**src/rtl/sequence_game.sv**
```systemverilog
// ============================================================================
// sequence_game : memory-game sequencer (append, flash, check player input)
// Rev 1.0
// ============================================================================
`default_nettype none

module sequence_game #(
  parameter  int MAX_LEN    = 32,
  parameter  int ON_CYCLES  = 4,
  parameter  int GAP_CYCLES = 2,
  parameter  int TIMEOUT    = 50,
  localparam int LW         = $clog2(MAX_LEN + 1)
) (
  input  logic          clk_i,
  input  logic          rst_i,
  input  logic [1:0]    ran_i,
  input  logic          start_i,
  input  logic          press_i,
  input  logic [1:0]    key_i,
  output logic [3:0]    led_o,
  output logic [LW-1:0] level_o,
  output logic          listening_o,
  output logic          win_o,
  output logic          fail_o
);

  localparam int IW   = (MAX_LEN > 1) ? $clog2(MAX_LEN) : 1;
  localparam int CMAX = (TIMEOUT > ON_CYCLES) ?
                        ((TIMEOUT > GAP_CYCLES) ? TIMEOUT : GAP_CYCLES) :
                        ((ON_CYCLES > GAP_CYCLES) ? ON_CYCLES : GAP_CYCLES);
  localparam int CW   = $clog2(CMAX + 1);

  typedef enum logic [2:0] {
    S_IDLE     = 3'd0,
    S_ADD      = 3'd1,
    S_SHOW_ON  = 3'd2,
    S_SHOW_OFF = 3'd3,
    S_WAIT_IN  = 3'd4,
    S_WIN      = 3'd5,
    S_FAIL     = 3'd6
  } state_t;

  state_t          state_q, state_d;
  logic [LW-1:0]   len_q, len_d;
  logic [IW-1:0]   idx_q, idx_d;
  logic [CW-1:0]   cnt_q, cnt_d;
  logic [1:0]      mem_q [MAX_LEN];
  logic            wr_en;
  logic [1:0]      show_sym;
  logic            last_elem;

  logic [3:0]      led_d;
  logic [LW-1:0]   level_d;

  assign last_elem = (LW'(idx_q) == len_q - LW'(1));

  always_comb begin
    state_d = state_q;
    len_d   = len_q;
    idx_d   = idx_q;
    cnt_d   = cnt_q;
    wr_en   = 1'b0;
    case (state_q)
      S_IDLE, S_WIN, S_FAIL: begin
        if (start_i) begin
          state_d = S_ADD;
          len_d   = '0;
        end
      end
      S_ADD: begin
        wr_en   = (len_q != LW'(MAX_LEN));
        if (len_q != LW'(MAX_LEN)) len_d = len_q + LW'(1);
        idx_d   = '0;
        cnt_d   = '0;
        state_d = S_SHOW_ON;
      end
      S_SHOW_ON: begin
        if (cnt_q == CW'(ON_CYCLES - 1)) begin
          cnt_d   = '0;
          state_d = S_SHOW_OFF;
        end else begin
          cnt_d = cnt_q + CW'(1);
        end
      end
      S_SHOW_OFF: begin
        if (cnt_q == CW'(GAP_CYCLES - 1)) begin
          cnt_d = '0;
          if (last_elem) begin
            idx_d   = '0;
            state_d = S_WAIT_IN;
          end else begin
            idx_d   = idx_q + IW'(1);
            state_d = S_SHOW_ON;
          end
        end else begin
          cnt_d = cnt_q + CW'(1);
        end
      end
      S_WAIT_IN: begin
        // A press always wins over a timeout expiring in the same cycle.
        if (press_i) begin
          if (key_i == mem_q[idx_q]) begin
            cnt_d = '0;
            if (last_elem) begin
              idx_d   = '0;
              state_d = (len_q == LW'(MAX_LEN)) ? S_WIN : S_ADD;
            end else begin
              idx_d = idx_q + IW'(1);
            end
          end else begin
            state_d = S_FAIL;
          end
        end else if (cnt_q == CW'(TIMEOUT - 1)) begin
          state_d = S_FAIL;
        end else begin
          cnt_d = cnt_q + CW'(1);
        end
      end
      default: state_d = S_IDLE;
    endcase
  end

  // The first flash of a fresh game shows the sample being written this cycle.
  assign show_sym = (wr_en && len_q == '0) ? ran_i : mem_q[idx_d];

  always_comb begin
    led_d   = 4'b0000;
    level_d = len_d;
    if (state_d == S_SHOW_ON) led_d = 4'b0001 << show_sym;
    else if (state_d == S_WIN) led_d = 4'b1111;
  end

  always_ff @(posedge clk_i) begin
    if (rst_i) begin
      state_q     <= S_IDLE;
      len_q       <= '0;
      idx_q       <= '0;
      cnt_q       <= '0;
      led_o       <= '0;
      level_o     <= '0;
      listening_o <= 1'b0;
      win_o       <= 1'b0;
      fail_o      <= 1'b0;
    end else begin
      state_q     <= state_d;
      len_q       <= len_d;
      idx_q       <= idx_d;
      cnt_q       <= cnt_d;
      led_o       <= led_d;
      level_o     <= level_d;
      listening_o <= (state_d == S_WAIT_IN);
      win_o       <= (state_d == S_WIN);
      fail_o      <= (state_d == S_FAIL);
    end
  end

  always_ff @(posedge clk_i) begin
    if (wr_en) mem_q[len_q[IW-1:0]] <= ran_i;
  end

endmodule

`default_nettype wire

```
**config.mk**
```make
export PLATFORM = sky130hd
export DESIGN_NAME = sequence_game
export DESIGN_NICKNAME = d
export VERILOG_FILES = /design/src/rtl/sequence_game.sv
export SDC_FILE = /design/constraint.sdc
export NUM_CORES = 1
export LEC_CHECK = 0
export ABC_AREA = 1
export BUFFER_PORTS_ARGS = -buffer_cell sky130_fd_sc_hd__buf_2
export CAP_MARGIN = 20
export CELL_PAD_IN_SITES_DETAIL_PLACEMENT = 1
export CELL_PAD_IN_SITES_GLOBAL_PLACEMENT = 1
export CORE_MARGIN = 10
export CORE_UTILIZATION = 50
export CTS_CLUSTER_DIAMETER = 120
export CTS_CLUSTER_SIZE = 8
export DETAILED_ROUTE_END_ITERATION = 10
export HOLD_SLACK_MARGIN = 0.12
export PLACE_DENSITY = 0.86
export SYNTH_ARGS = -nofsm -noshare
export SYNTH_HDL_FRONTEND = slang
export SYNTH_SLANG_ARGS = --single-unit
```
**constraint.sdc**
```tcl
create_clock -name clk_i -period 6 [get_ports clk_i]
set_input_delay 1.2 -clock clk_i [delete_from_list [all_inputs] [get_ports clk_i]]
set_output_delay 1.2 -clock clk_i [all_outputs]
set_load 0.02 [all_outputs]
```
## Word level (Yosys, flattened, before mapping)

Memories as Yosys holds them, arrays and structs flattened. A register that Yosys moved wholly into a read port is not among the register bits.
Cells that the tools add are included.

| storage, ports and cells | value |
|---|---|
| register bits after elaboration | 27 |
| RAM bits | 64 |
| input bits | 8 |
| output and inout port bits | 13 |
| logic and storage cells | 74 |
| memories | 1 |

| operators by class | value |
|---|---|
| add/subtract/negate cells | 4 |
| eq/ne operators | 21 |
| shift operators | 1 |
| multiplexer cells | 31 |
| reduce and logical (&&, ||, !) cells | 8 |

Memory list:

| name | depth | width | rd ports | clocked after Yosys merged registers in | write ports | RTL line | RTL |
|---|---|---|---|---|---|---|---|
| mem_q | 32 | 2 | 2 | 1 | 1 | 47 | `logic [1:0] mem_q [MAX_LEN];` |

Operators by type and width:

| operator | number |
|---|---|
| 6-bit two-way mux | 7 |
| 3-bit two-way mux | 9 |
| 5-bit two-way mux | 5 |
| 6-bit one-hot mux with 4 select lines | 1 |
| 3-bit equality test (second input constant) | 6 |
| 3-bit one-hot mux with 5 select lines | 1 |
| 5-bit one-hot mux with 3 select lines | 1 |
| 6-bit by 1-bit adder with 6-bit output (second input constant) | 2 |
| 6-bit equality test (second input constant) | 2 |
| 6-bit one-hot mux with 2 select lines | 1 |
| 3-bit by 2-bit equality test with 1-bit output (second input constant) | 3 |
| 4-bit two-way mux | 2 |
| 5-bit by 6-bit equality test with 1-bit output | 1 |
| 6-bit by 1-bit equality test with 1-bit output (second input constant) | 1 |
| 6-bit by 2-bit equality test with 1-bit output (second input constant) | 1 |
| 6-bit logical NOT | 1 |
| 3-bit != test (second input constant) | 2 |
| 6-bit != test (second input constant) | 1 |
| 3-bit AND reduction | 2 |
| 6-bit by 1-bit subtractor with 6-bit output (second input constant) | 1 |
| 5-bit by 1-bit adder with 5-bit output (second input constant) | 1 |
| 2-bit != test (second input constant) | 2 |
| 4-bit nonzero test | 1 |
| 1-bit by 2-bit left shift with 4-bit output (first input constant) | 1 |
| 8 further kinds | 10 |

## Depth between registers and ports, before layout

An unclocked memory read counts as a cell.

| logic depth | value |
|---|---|
| word-level depth | 10 |
| gate-level depth with buffers | 29 |
| depth with buffers taken out | 26 |

## Least setup slack after synthesis

No wires, ideal clock.

| timing path | value |
|---|---|
| kind | register to register |
| from | register len_q[0] |
| to | register led_o[3] |
| setup time | 0.060 ns |
| data arrival time | 2.947 ns |
| required time | 5.940 ns |
| setup slack | 2.993 ns |
| stages on the path, launching flop included | 23 |
| path buffers | 1 |
| period minus slack after synthesis | 3.007 ns |
| cell sequence | dfxtp_1 inv_1 ha_1 or2_2 nand4_1 nand3b_1 a21oi_1 nand3_2 nand2_1 o211ai_1 inv_1 a21oi_4 buf_6 nand3_1 nand3_1 nand2_1 nand2_1 nand3_1 nand3_1 nand2_1 nor2_1 nand2_1 nand2_1 |

| on the way | value |
|---|---|
| longest elaborated chain between the ends | 10 |
| elaborated cells between the ends (all ways) | 26 |
| those cells by class | add/sub: 1; eq/ne: 5; shift: 1; mux: 16; reduce/logical: 2; memory: 1 |

RTL lines:

| item | RTL line | RTL |
|---|---|---|
| from (decl) | 44 | `logic [LW-1:0] len_q, len_d;` |
| from (signal assigned) | 146 | `len_q <= len_d;` |
| 6-bit by 1-bit subtractor with 6-bit output | 55 | `assign last_elem = (LW'(idx_q) == len_q - LW'(1));` |
| 5-bit by 6-bit equality test with 1-bit output | 55 |  |
| 5-bit two-way mux | 88, 104 |  |
| 5-bit two-way mux | 102 | `if (key_i == mem_q[idx_q]) begin` |
| 5-bit two-way mux | 101 | `if (press_i) begin` |
| 5-bit one-hot mux with 3 select lines | 63 | `case (state_q)` |
| memory 32 x 2 bit | - |  |
| 2-bit two-way mux | 124 | `assign show_sym = (wr_en && len_q == '0) ? ran_i : mem_q[idx_d];` |
| 1-bit by 2-bit left shift with 4-bit output | 129 | `if (state_d == S_SHOW_ON) led_d = 4'b0001 << show_sym;` |
| 4-bit two-way mux (*) | 129 |  |
| to (signal assigned) | 149 | `led_o <= led_d;` |
| to (decl) | 20 | `output logic [3:0] led_o,` |

Every way passes the cells marked *; elsewhere a longest branch is shown, timed or not.
A chain may end at the register's enable or synchronous reset.

## Worst setup path after layout

| timing path | value |
|---|---|
| from | register idx_q[2] |
| to | register led_o[3] |

| on the way | value |
|---|---|
| longest elaborated chain between the ends | 9 |
| elaborated cells between the ends (all ways) | 20 |
| those cells by class | add/sub: 1; eq/ne: 3; shift: 1; mux: 14; memory: 1 |

RTL lines:

| item | RTL line | RTL |
|---|---|---|
| from (decl) | 45 | `logic [IW-1:0] idx_q, idx_d;` |
| from (signal assigned) | 147 | `idx_q <= idx_d;` |
| 5-bit by 1-bit adder with 5-bit output / 5-bit by 6-bit equality test with 1-bit output (equally long branches) | 92, 108, 55 |  |
| 5-bit two-way mux | 88, 104 |  |
| 5-bit two-way mux | 102 |  |
| 5-bit two-way mux | 101 |  |
| 5-bit one-hot mux with 3 select lines | 63 |  |
| memory 32 x 2 bit | - |  |
| 2-bit two-way mux | 124 |  |
| 1-bit by 2-bit left shift with 4-bit output | 129 |  |
| 4-bit two-way mux (*) | 129 |  |

Marked as above.

==> flow_metrics.tcl <==
set metrics [dict create \
    wl_um 18200 \
    cellPowerDensity_nw_per_um2 342 \
    die_area_um2 15900 \
    grt_pass1_wl_um 29600 \
    drc 0 \
    cp.buffers_inverters 1 \
    clkLatencyLatePin_ps 360 \
    fin_nets 766 \
    synth.yosys.warnings 0 \
    fin_cells 896 \
    critPathMaxFanout 35 \
    cts_setup_buffers 0 \
    ir_drop_mv 0.260 \
    synth_most_common_cell "nand2_1" \
    finalPower_mw 2.05 \
    syn_inst 743 \
    grt_max_degree 39 \
    first_global_vias 5436 \
    leakage_nw 2.60 \
    numCtsBuffers 9 \
    dr.pass1.iters 4 \
    grt-ovfl-total 0 \
    antenna_cells 0 \
    clock-sinks 91 \
    syn_area_um2 5640 \
    clkTransAtPathRegs_ps 70 \
    setup_ws_ps 1810 \
    ios 21 \
    die_w_um 126 \
    grt_use_total_pct 23.1 \
    holdBufCountCts 0 \
    status "complete, no violations" \
    antenna_found_initial 1 \
    cts_max_level 3 \
    syn_nets 758 \
    slew_viol_final 0 \
    synth.largest_area_cell "edfxtp_1" \
    cp_top_family "simple AND/OR/NAND/NOR gates" \
    cp_slowest_cell "dfxtp_1" \
    cp-start-kind "register" \
    vias 5277 \
    drtIter0Drc 439 \
    synth_area_leaders "edfxtp_1 34%, nand3_1 14%, nand2_1 13%" \
    synth_cell_types 42 \
    rsz0062_at_grt "false" \
    dp_hpwl_um 13100 \
    finalCriticalPeriod_ps 4190 \
    crit-reg2reg-launch "idx_q[2]" \
    post_drt_wl_per_cell_um 20.3 \
    rows 38 \
    post-place-ws_ps 1990 \
    seq_area_frac_synth_pct 43.7 \
    post_cts_resized 0 \
    fin_tns_setup_ps 0 \
    r2r_setup_slack_ps 1810 \
    utilization_pct 55.0 \
    synth_top_area_share_pct 34.1 \
    fp.coreArea_um2 10900 \
    clockRootBuffer "clkbuf_16" \
    max_slew_margin_pct 44.1 \
    cpPeakStageDelay_ps 750 \
    ant_nets 0 \
    finalCritPeriodShare_pct 69.9 \
    holdPathEnd "cnt_q[2]" \
    synth_common_cells "195 x nand2_1, 159 x nand3_1, 86 x inv_1, 64 x edfxtp_1, 62 x nor2_1" \
    viasPerCell 5.89 \
    fin_skew_ps 12.4 \
    min_path_type "reg -> reg" \
    dp_cells 880 \
    drive_gt1_share_pct 8.20 \
    io_buffers 20 \
    hold_violations 0 \
    synth.ff_latch_count 91 \
    syn_to_final_growth_pct 6.73 \
    die_h_um 126 \
    cts_tree "done" \
    cp_cell_sequence "clkinv_1 -> nand3_1 -> nand2_1 -> nand2_1 -> nand3_1 -> nand2_1 -> nand2_1 -> nand2_2 -> nand3_4 -> nand2_1 -> nand3_2 -> nand2_4 -> nand2_4 -> nand2_1 -> nand3_1 -> nand3_1 -> nand3_1 -> nand2_1 -> nand2_1 -> nand3_1 -> nand2_1 -> nor2_1 -> nand2_1 -> nand2_1" \
    hp-start "cnt_q[2]" \
    syn_avg_cell_area_um2 7.59 \
    critPathArrivalTime_ps 4480 \
    clock_path_buffers 2 \
    drv_cap 0 \
    worst-setup-path-type "reg -> reg" \
    cp.depth 24 \
    tightest_slew_ps 838 \
    ys.flop_type "edfxtp_1" \
    r2r-end "led_o[3]" \
    crit_top_cell "nand2_1" \
    endpoint_kind "register" \
    start_util_pct 51.5 \
    r2r_cells 24 \
    async_flop_share_pct 0 \
    gp_congestion 0.911 \
    fmax_mhz 239 \
    synth_edf_count 64 \
    setup_viol 0 \
    crit_required_ps 6290 \
    worstHoldPathCells 2 \
]
==> worst max path at each step <==
stage | slack [ps] | start | endpoint
finish | 1810 | idx_q[2] | led_o[3]
global placement | 2180 | idx_q[2] | led_o[3]
CTS | 1880 | idx_q[2] | led_o[1]
detailed placement | 1990 | idx_q[2] | led_o[1]
floorplan | 2990 | len_q[0] | led_o[3]
global route | 1350 | idx_q[2] | led_o[3]
==> worst reg2reg max path: cells and delay by family (launching register included) <==
family | cells | cell delay [ps]
buffers and inverters | 1 | 490
flip-flops | 1 | 750
AND/OR/NAND/NOR | 23 | 2880
==> through the flow <==
| stage | hold WS [ps] | area [um^2] |
|---|---|---|
| 2_1_floorplan | 462 | 5640 |
| 3_3_place_gp | 487 | 5740 |
| 3_5_place_dp | 491 | 5740 |
| 4_1_cts | 500 | 6020 |
| 5_1_grt | 546 | 6020 |
| 6_report | 512 | 6020 |
==> registers in the layout, summed over array words and instances, names as in the netlist <==
register,cells
idx_q,5
led_o,4
cnt_q,6
win_o,1
state_q,3
len_q,6
mem_q,64
fail_o,1
listening_o,1
==> final cells by class <==
cell class              count  area [um^2]
fillers                  1414         4920
multi-input cells         533         2620
flip-flops and latches     91         2460
inverters                  91          344
clock buffers              10          229
well taps                 140          175
repair buffers             25          138
clock inverters             6         47.5
==> per-layer routing <==
metal | wire [um] | track usage, %
met1 | 7920 | 30.0
met5 | 9 | 0
met4 | 495 | 10.0
met2 | 8530 | 36.2
met3 | 1250 | 4.87
==> report_power, final <==
part | internal [mW] | total [mW] | switching [mW]
clock | 0.287 | 0.544 | 0.257
sequential | 0.693 | 0.722 | 0.0289
combinational | 0.228 | 0.789 | 0.561
total | 1.21 | 2.05 | 0.847
==> kinds of logic after synthesis <==
kind of cell	synth area share, %
fa+ha+maj	1.55
compound gates	5.59
buf+inv	9.83
simple gates	38.1
flops	43.7
xor+xnor	1.24
==> layout by cell type, fill, tap and decap left out, types with 4 or more instances in the layout <==
master,synthesis,routed
nand2_1,195,195
nand3_1,159,159
inv_1,86,86
edfxtp_1,64,64
nor2_1,62,62
dfxtp_1,27,27
buf_2,9,20
nand3b_1,17,17
o21ai_0,14,13
nor3_1,12,12
a21oi_1,12,12
clkbuf_16,0,9
ha_1,7,7
xor2_1,5,5
nand3_2,5,5
o211ai_1,5,5
a211oi_1,5,5
buf_4,5,5
or2_2,4,4
nand4_1,4,4
o21ai_1,3,4
Power figures use the tool's default switching activity.
